--- src/rtl/dfi_col_sched.sv ---
// ============================================================================
// Module   : dfi_col_sched
// Brief    : DFI column-command scheduler. Issues DDR2 READ/WRITE commands
//            under tCCD / tWTR / tRTW spacing, launches BL4 write data at the
//            write latency, schedules rddata_en at the read latency and
//            reassembles two returned DFI beats into one 256-bit response.
// Revision : 1.0 - initial release
// ============================================================================
`timescale 1ns/1ps
`default_nettype none

module dfi_col_sched #(
  parameter int WR_LAT      = 3,
  parameter int RD_LAT      = 4,
  parameter int T_CCD       = 2,
  parameter int T_WTR       = 6,
  parameter int T_RTW       = 4,
  parameter int WFIFO_DEPTH = 4,
  parameter int MAX_RD      = 4
) (
  input  logic         clk,
  input  logic         rst_n,
  input  logic         req_valid,
  output logic         req_ready,
  input  logic         req_write,
  input  logic [2:0]   req_ba,
  input  logic [9:0]   req_col,
  input  logic         req_ap,
  input  logic [255:0] req_wdata,
  input  logic [31:0]  req_wmask,
  output logic         dfi_cke,
  output logic         dfi_cs_n,
  output logic         dfi_ras_n,
  output logic         dfi_cas_n,
  output logic         dfi_we_n,
  output logic         dfi_odt,
  output logic [2:0]   dfi_ba,
  output logic [13:0]  dfi_addr,
  output logic         dfi_wrdata_en,
  output logic [127:0] dfi_wrdata,
  output logic [15:0]  dfi_wrdata_mask,
  output logic         dfi_rddata_en,
  input  logic         dfi_rddata_valid,
  input  logic [127:0] dfi_rddata,
  output logic         rsp_valid,
  output logic [255:0] rsp_data,
  output logic         rd_err
);

  // Spacing counter saturates at the largest turnaround it ever has to prove.
  localparam int SPC_MAX_AB = (T_WTR > T_RTW) ? T_WTR : T_RTW;
  localparam int SPC_MAX    = (SPC_MAX_AB > T_CCD) ? SPC_MAX_AB : T_CCD;
  localparam int SPC_W      = $clog2(SPC_MAX + 1);
  localparam logic [SPC_W-1:0] SPC_SAT = SPC_W'(SPC_MAX);
  localparam logic [SPC_W-1:0] CCD_MIN = SPC_W'(T_CCD);
  localparam logic [SPC_W-1:0] WTR_MIN = SPC_W'(T_WTR);
  localparam logic [SPC_W-1:0] RTW_MIN = SPC_W'(T_RTW);
  localparam logic [SPC_W-1:0] SPC_ONE = SPC_W'(1);

  // Schedule shift registers: bit k is high in the k-th cycle after the
  // command cycle (bit 0 = the command cycle itself).
  localparam int WSR_LEN = WR_LAT + 3;
  localparam int RSR_LEN = RD_LAT + 2;

  localparam int FIFO_AW = (WFIFO_DEPTH > 1) ? $clog2(WFIFO_DEPTH) : 1;
  localparam int FIFO_CW = $clog2(WFIFO_DEPTH + 1);
  localparam logic [FIFO_AW-1:0] PTR_LAST = FIFO_AW'(WFIFO_DEPTH - 1);
  localparam logic [FIFO_AW-1:0] PTR_ONE  = FIFO_AW'(1);
  localparam logic [FIFO_CW-1:0] FIFO_FULL = FIFO_CW'(WFIFO_DEPTH);
  localparam logic [FIFO_CW-1:0] FIFO_ONE  = FIFO_CW'(1);

  localparam int OUT_CW = $clog2(MAX_RD + 1);
  localparam logic [OUT_CW-1:0] OUT_MAX = OUT_CW'(MAX_RD);
  localparam logic [OUT_CW-1:0] OUT_ONE = OUT_CW'(1);

  logic [SPC_W-1:0]   since;
  logic               last_wr;
  logic [WSR_LEN-1:0] wr_sr;
  logic [RSR_LEN-1:0] rd_sr;

  logic [255:0]       fifo_data [WFIFO_DEPTH];
  logic [31:0]        fifo_mask [WFIFO_DEPTH];
  logic [FIFO_AW-1:0] wptr;
  logic [FIFO_AW-1:0] rptr;
  logic [FIFO_CW-1:0] fcnt;

  logic [OUT_CW-1:0]  out_cnt;
  logic               beat_hi;
  logic [127:0]       rd_lo;

  logic spc_ok;
  logic fifo_ok;
  logic rd_ok;
  logic accept;
  logic acc_wr;
  logic acc_rd;
  logic wr_pop;

  // The FIFO entry retires on its second beat; that slot may be refilled
  // by a write accepted on the same edge.
  assign wr_pop  = wr_sr[WR_LAT+1];
  assign spc_ok  = (since >= CCD_MIN) &&
                   (req_write ? (last_wr  || (since >= RTW_MIN))
                              : (!last_wr || (since >= WTR_MIN)));
  assign fifo_ok = (fcnt != FIFO_FULL) || wr_pop;
  assign rd_ok   = (out_cnt < OUT_MAX);
  assign req_ready = rst_n && spc_ok && (req_write ? fifo_ok : rd_ok);
  assign accept  = req_valid && req_ready;
  assign acc_wr  = accept && req_write;
  assign acc_rd  = accept && !req_write;

  assign dfi_wrdata_en = wr_sr[WR_LAT] | wr_sr[WR_LAT+1];
  assign dfi_odt       = |wr_sr[WR_LAT+2:WR_LAT-1];
  assign dfi_rddata_en = rd_sr[RD_LAT] | rd_sr[RD_LAT+1];

  // Registered command bus: one command cycle per accepted request, DESELECT otherwise.
  always_ff @(posedge clk) begin
    if (!rst_n) begin
      dfi_cke   <= 1'b0;
      dfi_cs_n  <= 1'b1;
      dfi_ras_n <= 1'b1;
      dfi_cas_n <= 1'b1;
      dfi_we_n  <= 1'b1;
      dfi_ba    <= 3'd0;
      dfi_addr  <= 14'd0;
    end else begin
      dfi_cke <= 1'b1;
      if (accept) begin
        dfi_cs_n  <= 1'b0;
        dfi_ras_n <= 1'b1;
        dfi_cas_n <= 1'b0;
        dfi_we_n  <= !req_write;
        dfi_ba    <= req_ba;
        dfi_addr  <= {3'b000, req_ap, req_col};
      end else begin
        dfi_cs_n  <= 1'b1;
        dfi_ras_n <= 1'b1;
        dfi_cas_n <= 1'b1;
        dfi_we_n  <= 1'b1;
        dfi_ba    <= 3'd0;
        dfi_addr  <= 14'd0;
      end
    end
  end

  // Saturating cycles-since-last-command counter plus direction of that command.
  always_ff @(posedge clk) begin
    if (!rst_n) begin
      since   <= SPC_SAT;
      last_wr <= 1'b0;
    end else if (accept) begin
      since   <= SPC_ONE;
      last_wr <= req_write;
    end else if (since != SPC_SAT) begin
      since   <= since + SPC_ONE;
    end
  end

  // Shift-register schedules for the write-data and read-enable windows.
  always_ff @(posedge clk) begin
    if (!rst_n) begin
      wr_sr <= '0;
      rd_sr <= '0;
    end else begin
      wr_sr <= {wr_sr[WSR_LEN-2:0], acc_wr};
      rd_sr <= {rd_sr[RSR_LEN-2:0], acc_rd};
    end
  end

  // Write FIFO storage; contents are only meaningful while occupancy covers them.
  always_ff @(posedge clk) begin
    if (acc_wr) begin
      fifo_data[wptr] <= req_wdata;
      fifo_mask[wptr] <= req_wmask;
    end
  end

  // Write FIFO pointers and occupancy.
  always_ff @(posedge clk) begin
    if (!rst_n) begin
      wptr <= '0;
      rptr <= '0;
      fcnt <= '0;
    end else begin
      if (acc_wr) wptr <= (wptr == PTR_LAST) ? '0 : wptr + PTR_ONE;
      if (wr_pop) rptr <= (rptr == PTR_LAST) ? '0 : rptr + PTR_ONE;
      case ({acc_wr, wr_pop})
        2'b10:   fcnt <= fcnt + FIFO_ONE;
        2'b01:   fcnt <= fcnt - FIFO_ONE;
        default: fcnt <= fcnt;
      endcase
    end
  end

  // Beat selection from the FIFO head; data bus is quiet outside the window.
  always_comb begin
    dfi_wrdata      = 128'd0;
    dfi_wrdata_mask = 16'd0;
    if (wr_sr[WR_LAT]) begin
      dfi_wrdata      = fifo_data[rptr][127:0];
      dfi_wrdata_mask = fifo_mask[rptr][15:0];
    end else if (wr_sr[WR_LAT+1]) begin
      dfi_wrdata      = fifo_data[rptr][255:128];
      dfi_wrdata_mask = fifo_mask[rptr][31:16];
    end
  end

  // Outstanding-read count: up on acceptance, down when the response leaves.
  always_ff @(posedge clk) begin
    if (!rst_n) begin
      out_cnt <= '0;
    end else begin
      case ({acc_rd, rsp_valid})
        2'b10:   out_cnt <= out_cnt + OUT_ONE;
        2'b01:   out_cnt <= out_cnt - OUT_ONE;
        default: out_cnt <= out_cnt;
      endcase
    end
  end

  // Reassemble two returned beats into one response; flag data nobody asked for.
  always_ff @(posedge clk) begin
    if (!rst_n) begin
      beat_hi   <= 1'b0;
      rd_lo     <= 128'd0;
      rsp_valid <= 1'b0;
      rsp_data  <= 256'd0;
      rd_err    <= 1'b0;
    end else begin
      rsp_valid <= 1'b0;
      if (dfi_rddata_valid) begin
        if (out_cnt == '0) begin
          rd_err <= 1'b1;
        end else if (!beat_hi) begin
          rd_lo   <= dfi_rddata;
          beat_hi <= 1'b1;
        end else begin
          rsp_data  <= {dfi_rddata, rd_lo};
          rsp_valid <= 1'b1;
          beat_hi   <= 1'b0;
        end
      end
    end
  end

endmodule

`default_nettype wire

--- config.mk ---
export PLATFORM = sky130hd
export DESIGN_NAME = dfi_col_sched
export DESIGN_NICKNAME = d
export VERILOG_FILES = /design/src/rtl/dfi_col_sched.sv
export SDC_FILE = /design/constraint.sdc
export NUM_CORES = 1
export LEC_CHECK = 0
export CORE_ASPECT_RATIO = 0.9
export CORE_MARGIN = 10
export CORE_UTILIZATION = 44
export DETAILED_ROUTE_END_ITERATION = 6
export PLACE_DENSITY_LB_ADDON = 0.15
export SYNTH_ARGS = -nofsm -noshare
export SYNTH_HDL_FRONTEND = slang
export SYNTH_SLANG_ARGS = --single-unit
--- constraint.sdc ---
create_clock -name clk -period 27.4 [get_ports clk]
set_input_delay 5.48 -clock clk [delete_from_list [all_inputs] [get_ports clk]]
set_output_delay 5.48 -clock clk [all_outputs]
set_load 0.02 [all_outputs]
Word-level counts from Yosys, hierarchy flattened
Memories as Yosys holds them, arrays and structs flattened. A register that Yosys moved wholly into a read port is not among the register bits.
Index checks and enable logic that the tools add are counted.
{ "word_totals": {"out_inout_bits": 428, "word_cells": 90, "n_memories": 2, "ramBits": 1152, "regBits": 433} }
{ "op_classes": {"order_cmp": 4, "reduce_logical": 22, "add_sub_neg": 7, "bitwise": 6, "n_eq_ne": 8, "muxes": 22} }
{ "mem_list": {"columns": ["memory", "words", "width", "read_ports", "rd_clocked_by_memory_dff", "write_ports", "line", "rtl"], "rows": [
  ["fifo_data", 4, 256, 1, 1, 1, "81", "logic [255:0] fifo_data [WFIFO_DEPTH];"],
  ["fifo_mask", 4, 32, 1, 1, 1, "82", "logic [31:0] fifo_mask [WFIFO_DEPTH];"]
]} }
{ "op_table": {"columns": ["cell", "n"], "rows": [
  ["$mux 128", 2],
  ["$mux 16", 2],
  ["$mux 2", 6],
  ["$pmux 3 s2", 2],
  ["$add 3x1->3 const B", 3],
  ["$eq 2x2->1 const B", 4],
  ["$mux 1", 8],
  ["$ge 3x3->1 const B", 2],
  ["$logic_and 1x1->1", 6],
  ["$mux 3", 2],
  ["$ne 3x3->1 const B", 2],
  ["$reduce_and 2->1", 3],
  ["$reduce_and 3->1", 2],
  ["$reduce_bool 2->1", 3],
  ["$sub 3x1->3 const B", 2],
  ["$add 2x1->2 const B", 2],
  ["$eq 2x1->1 const B", 2],
  ["$not 1->1", 4],
  ["$reduce_or 4->1", 1],
  ["$ge 3x2->1 const B", 1],
  ["$logic_not 3->1", 1],
  ["$logic_or 1x1->1", 3],
  ["$lt 3x3->1 const B", 1],
  ["$reduce_or 3->1", 1],
  ["2 further kinds", 4]
]} }

Depth between registers and ports, before layout
{ "depth": {"depth_word": 10, "mapped_depth": 10} }

Worst setup path after synthesis
Ideal clock, no wire load.
{ "synth_path": {"path_type": "in2reg", "start": "in rst_n", "end": "mem fifo_data[0][0] (enable)", "t_required_ps": 26714, "path_slack_ps": 14052, "path_buffers": 1, "arrival_time_ps": 12662, "path_stages": 4, "cell_sequence": "buf_4 > o211ai_1 > nor3_2 > and2_1"} }
{ "synth_via": {"elab_chain_len": 6} }
{ "synth_rtl": {"columns": ["element", "line", "rtl"], "rows": [
  ["from (decl)", "22", "input logic rst_n,"],
  ["$logic_and 1x1->1 (2 in series)", "107", "assign req_ready = rst_n && spc_ok && (req_write ? fifo_ok : rd_ok);"],
  ["$logic_and 1x1->1", "108", "assign accept = req_valid && req_ready;"],
  ["$logic_and 1x1->1", "109", "assign acc_wr = accept && req_write;"],
  ["$mux 1", "172", "if (acc_wr) begin"],
  ["$mux 1 (implied by the code)", "173", "fifo_data[wptr] <= req_wdata;"],
  ["to (decl)", "81", null]
]} }
No other way between the ends.

Worst setup path in the final report
{ "layout_path": {"start": "in req_write", "end": "out req_ready"} }
{ "layout_via": {"elab_chain_len": 4} }
{ "layout_rtl": {"columns": ["element", "line", "rtl"], "rows": [
  ["from (decl)", "25", "input logic req_write,"],
  ["$mux 1", "103", "(req_write ? (last_wr || (since >= RTW_MIN))"],
  ["$logic_and 1x1->1", "102", "assign spc_ok = (since >= CCD_MIN) &&"],
  ["$logic_and 1x1->1", "107", null],
  ["$logic_and 1x1->1 (*)", "107", null],
  ["to (decl)", "24", "output logic req_ready,"]
]} }
Mark *: on every way between the ends. The rest lies on a longest branch, timed or not.

==> run metrics <==
post-synthesis sequential area ratio=75.3%; CTS max path bufs=3; post-CTS setup repair buffer count=0; worst min-delay path class=reg2reg; CTS tree=built; Clock Root Buffer=clkbuf_16; std cell rows=125; Die X=401 um; MaxCap Viol Count=0; Syn. warnings=0; Area growth, synth to finish=26.2%; Unique masters post-synth=40; largest net degree at the start of global routing=171; CP Class=in2out; Util after Layout=56.0%; syn avg cell area=19.3 sq um; Clock transition at path regs=0.06 ns; CTS resizes=0; vias in the first global route=31700; area leader, netlist=edfxtp_1; Period minus WS final=13.27 ns; clock group share of total power=42.3%; Comb pwr share=4.2%; final instance area=72500 sq um; internal power=3.90 mW; first-pass GRT wire length=225 mm; top post-synthesis cells by count=edfxtp_1 (1152), dfxtp_1 (432), a22o_1 (400); Peak Freq=75.4 MHz; net switching fraction of the power=20.6%; Pleak=23.5 nW; placed cell area=67400 sq um; Fillers=9994; DR vias/cell=5.42; H-tree depth=4; ranking of synthesized cells by area=edfxtp_1 (60%), dfxtp_1 (15%), mux4_2 (11%); top-area cell type share of the netlist area=60.3%; Flop pwr share=53.5%; Final Hold Slack=0.430 ns; drt initial violations=2094; WL final=155 mm; Core Footprint=129000 sq um; EDFF count, synth=1152; CTS sink cnt=1584; Final Setup Violations=0; CP required=21.92 ns; PortBufs=858; Arrival @ worst endpoint=7.79 ns; TritonCTS buffer count=161; final hold vios=0; die area=145000 sq um; clk_lat worst skew=0.77 ns; placer congestion estimate=0.790; Pre-Repair DR Iteration Count=7; cell area power density=67.7 nW/um^2; WL per Instance=27.2 um; status=finished clean; ys async rst share=0%; GRT Overall Usage=20.8%; Synth Instances=2979; Hold-fix buffers, CTS=0; count leader, synth=edfxtp_1; initial cell density of the core=44.4%; vias=30900; Slew HR=26.7%; Post-synth top flop=edfxtp_1; total negative slack=0 ns; Remaining DRCs=0; #FFs+latches synth=1584; layout cells sized above 1=14.5%; DP Wirelength=103 mm; RSZ-0062 raised after global routing=false; worst-margin pin slew=1.10 ns; Switching Power=1.01 mW; fin worst setup slack=14.13 ns; area of the mapped netlist=57400 sq um; pre-CTS setup slack=14.18 ns; Slew Viols, Final=0; CP Max Fanout=19; initial antenna violation count=53; Peak VDD IR=54.9 uV; Critical Path Start Type=input port; Worst Setup End Kind=output pin; Clock Skew=0.0335 ns; final net count=4286; Detail Route Antenna Nets=0; GRT overflow=0; Die Height=363 um; crit share post-route=48.4%; I/O pin cnt=863
==> sequential cells by signal (all words and copies together) (netlist names), 2 cells and up, named ones only <==
register	flops
rd_lo	128
rsp_data	256
since	3
rd_sr	6
fifo_mask	128
out_cnt	3
fifo_data	1024
wr_sr	6
rptr	2
dfi_ba	3
dfi_addr	11
fcnt	3
wptr	2
==> metal layers <==
metal,routed length [um],track usage [%],part of all wire [%],up-vias
li1,-,-,-,13800
met1,60700,25.2,39,15900
met2,77800,34.9,50,907
met3,12100,7.24,7.8,262
met4,3930,6.23,2.5,64
met5,415,0,0.27,-
==> worst paths after layout <==
| path | slack, ns | cells after the start | from | end |
|---|---|---|---|---|
| min reg2reg | 0.43 | 1 | rd_sr[1] | rd_sr[2] |
| max reg2reg | 22.63 | 6 | since[2] | fifo_mask[2][17] |
| min | 0.43 | 1 | rd_sr[1] | rd_sr[2] |
| max | 14.13 | 4 | req_write | req_ready |
==> power groups by stage <==
stage,clock [mW],sequential (mW),combinational [mW]
2_1_floorplan,0,2.69,0.0844
3_3_place_gp,0,2.68,0.204
3_5_place_dp,0,2.68,0.207
4_1_cts,2.13,2.63,0.208
5_1_grt,2.23,2.63,0.221
6_report,2.08,2.63,0.205
==> placed cells by master, fill, tap and decap left out, types with 2 or more instances in the layout <==
cell type        count
edfxtp_1          1152
mux2i_1            131
inv_1               16
clkdlybuf4s50_1    857
inv_6                6
clkbuf_8            13
clkinv_1            24
dfxtp_1            429
dfxtp_4              3
buf_12               3
ha_1                 8
nor4_1               2
nand2_1            261
or2_2                3
conb_1               4
clkbuf_1            42
diode_2             20
or3_1                3
clkinv_2            27
mux4_2             288
a21oi_1              7
buf_4               40
o21ai_0              5
and2_4               4
and3_1              14
clkbuf_2             2
nor2_1              12
inv_16               2
xor2_1               4
clkinvlp_4           3
nor2b_1              2
clkbuf_16          166
a22o_1             400
bufinv_16            4
and2_1              10
fa_1                 2
==> cell families after synthesis <==
logic type / count (synthesis) / share of synthesized area, %
adder cells (fa/ha/maj): 10 / 0.244
multiplexers: 419 / 13.6
AND/OR/NAND/NOR: 317 / 2.30
XOR/XNOR: 5 / 0.0763
flip-flops: 1584 / 75.3
buffers and inverters: 220 / 2.07
other: 2 / 0.0131
AO/OA/AOI/OAI: 422 / 6.39
==> worst max-delay path, cell delays in order <==
cell,delay (ns)
clkdlybuf4s50_1,0.48
o32ai_2,0.96
nor2b_1,0.23
clkdlybuf4s50_1,0.63
==> area by class of cell <==
type	instances	area [sq um]	share of cell area [%]
Tap cell	1714	2140	2.96
Clock buffer	222	4490	6.19
Inverter	16	60.1	0.0829
Clock inverter	69	515	0.711
Antenna cell	20	50.0	0.0691
Timing Repair Buffer	901	8950	12.4
Sequential cell	1584	43300	59.7
Multi-Input combinational cell	1177	13000	18.0
==> stage by stage <==
step / power, mW / instances
6_report: 4.91 / 5703
2_1_floorplan: 2.77 / 2981
5_1_grt: 5.08 / 5693
3_3_place_gp: 2.88 / 5392
3_5_place_dp: 2.88 / 5392
4_1_cts: 4.96 / 5683
Power figures use the tool's default switching activity.
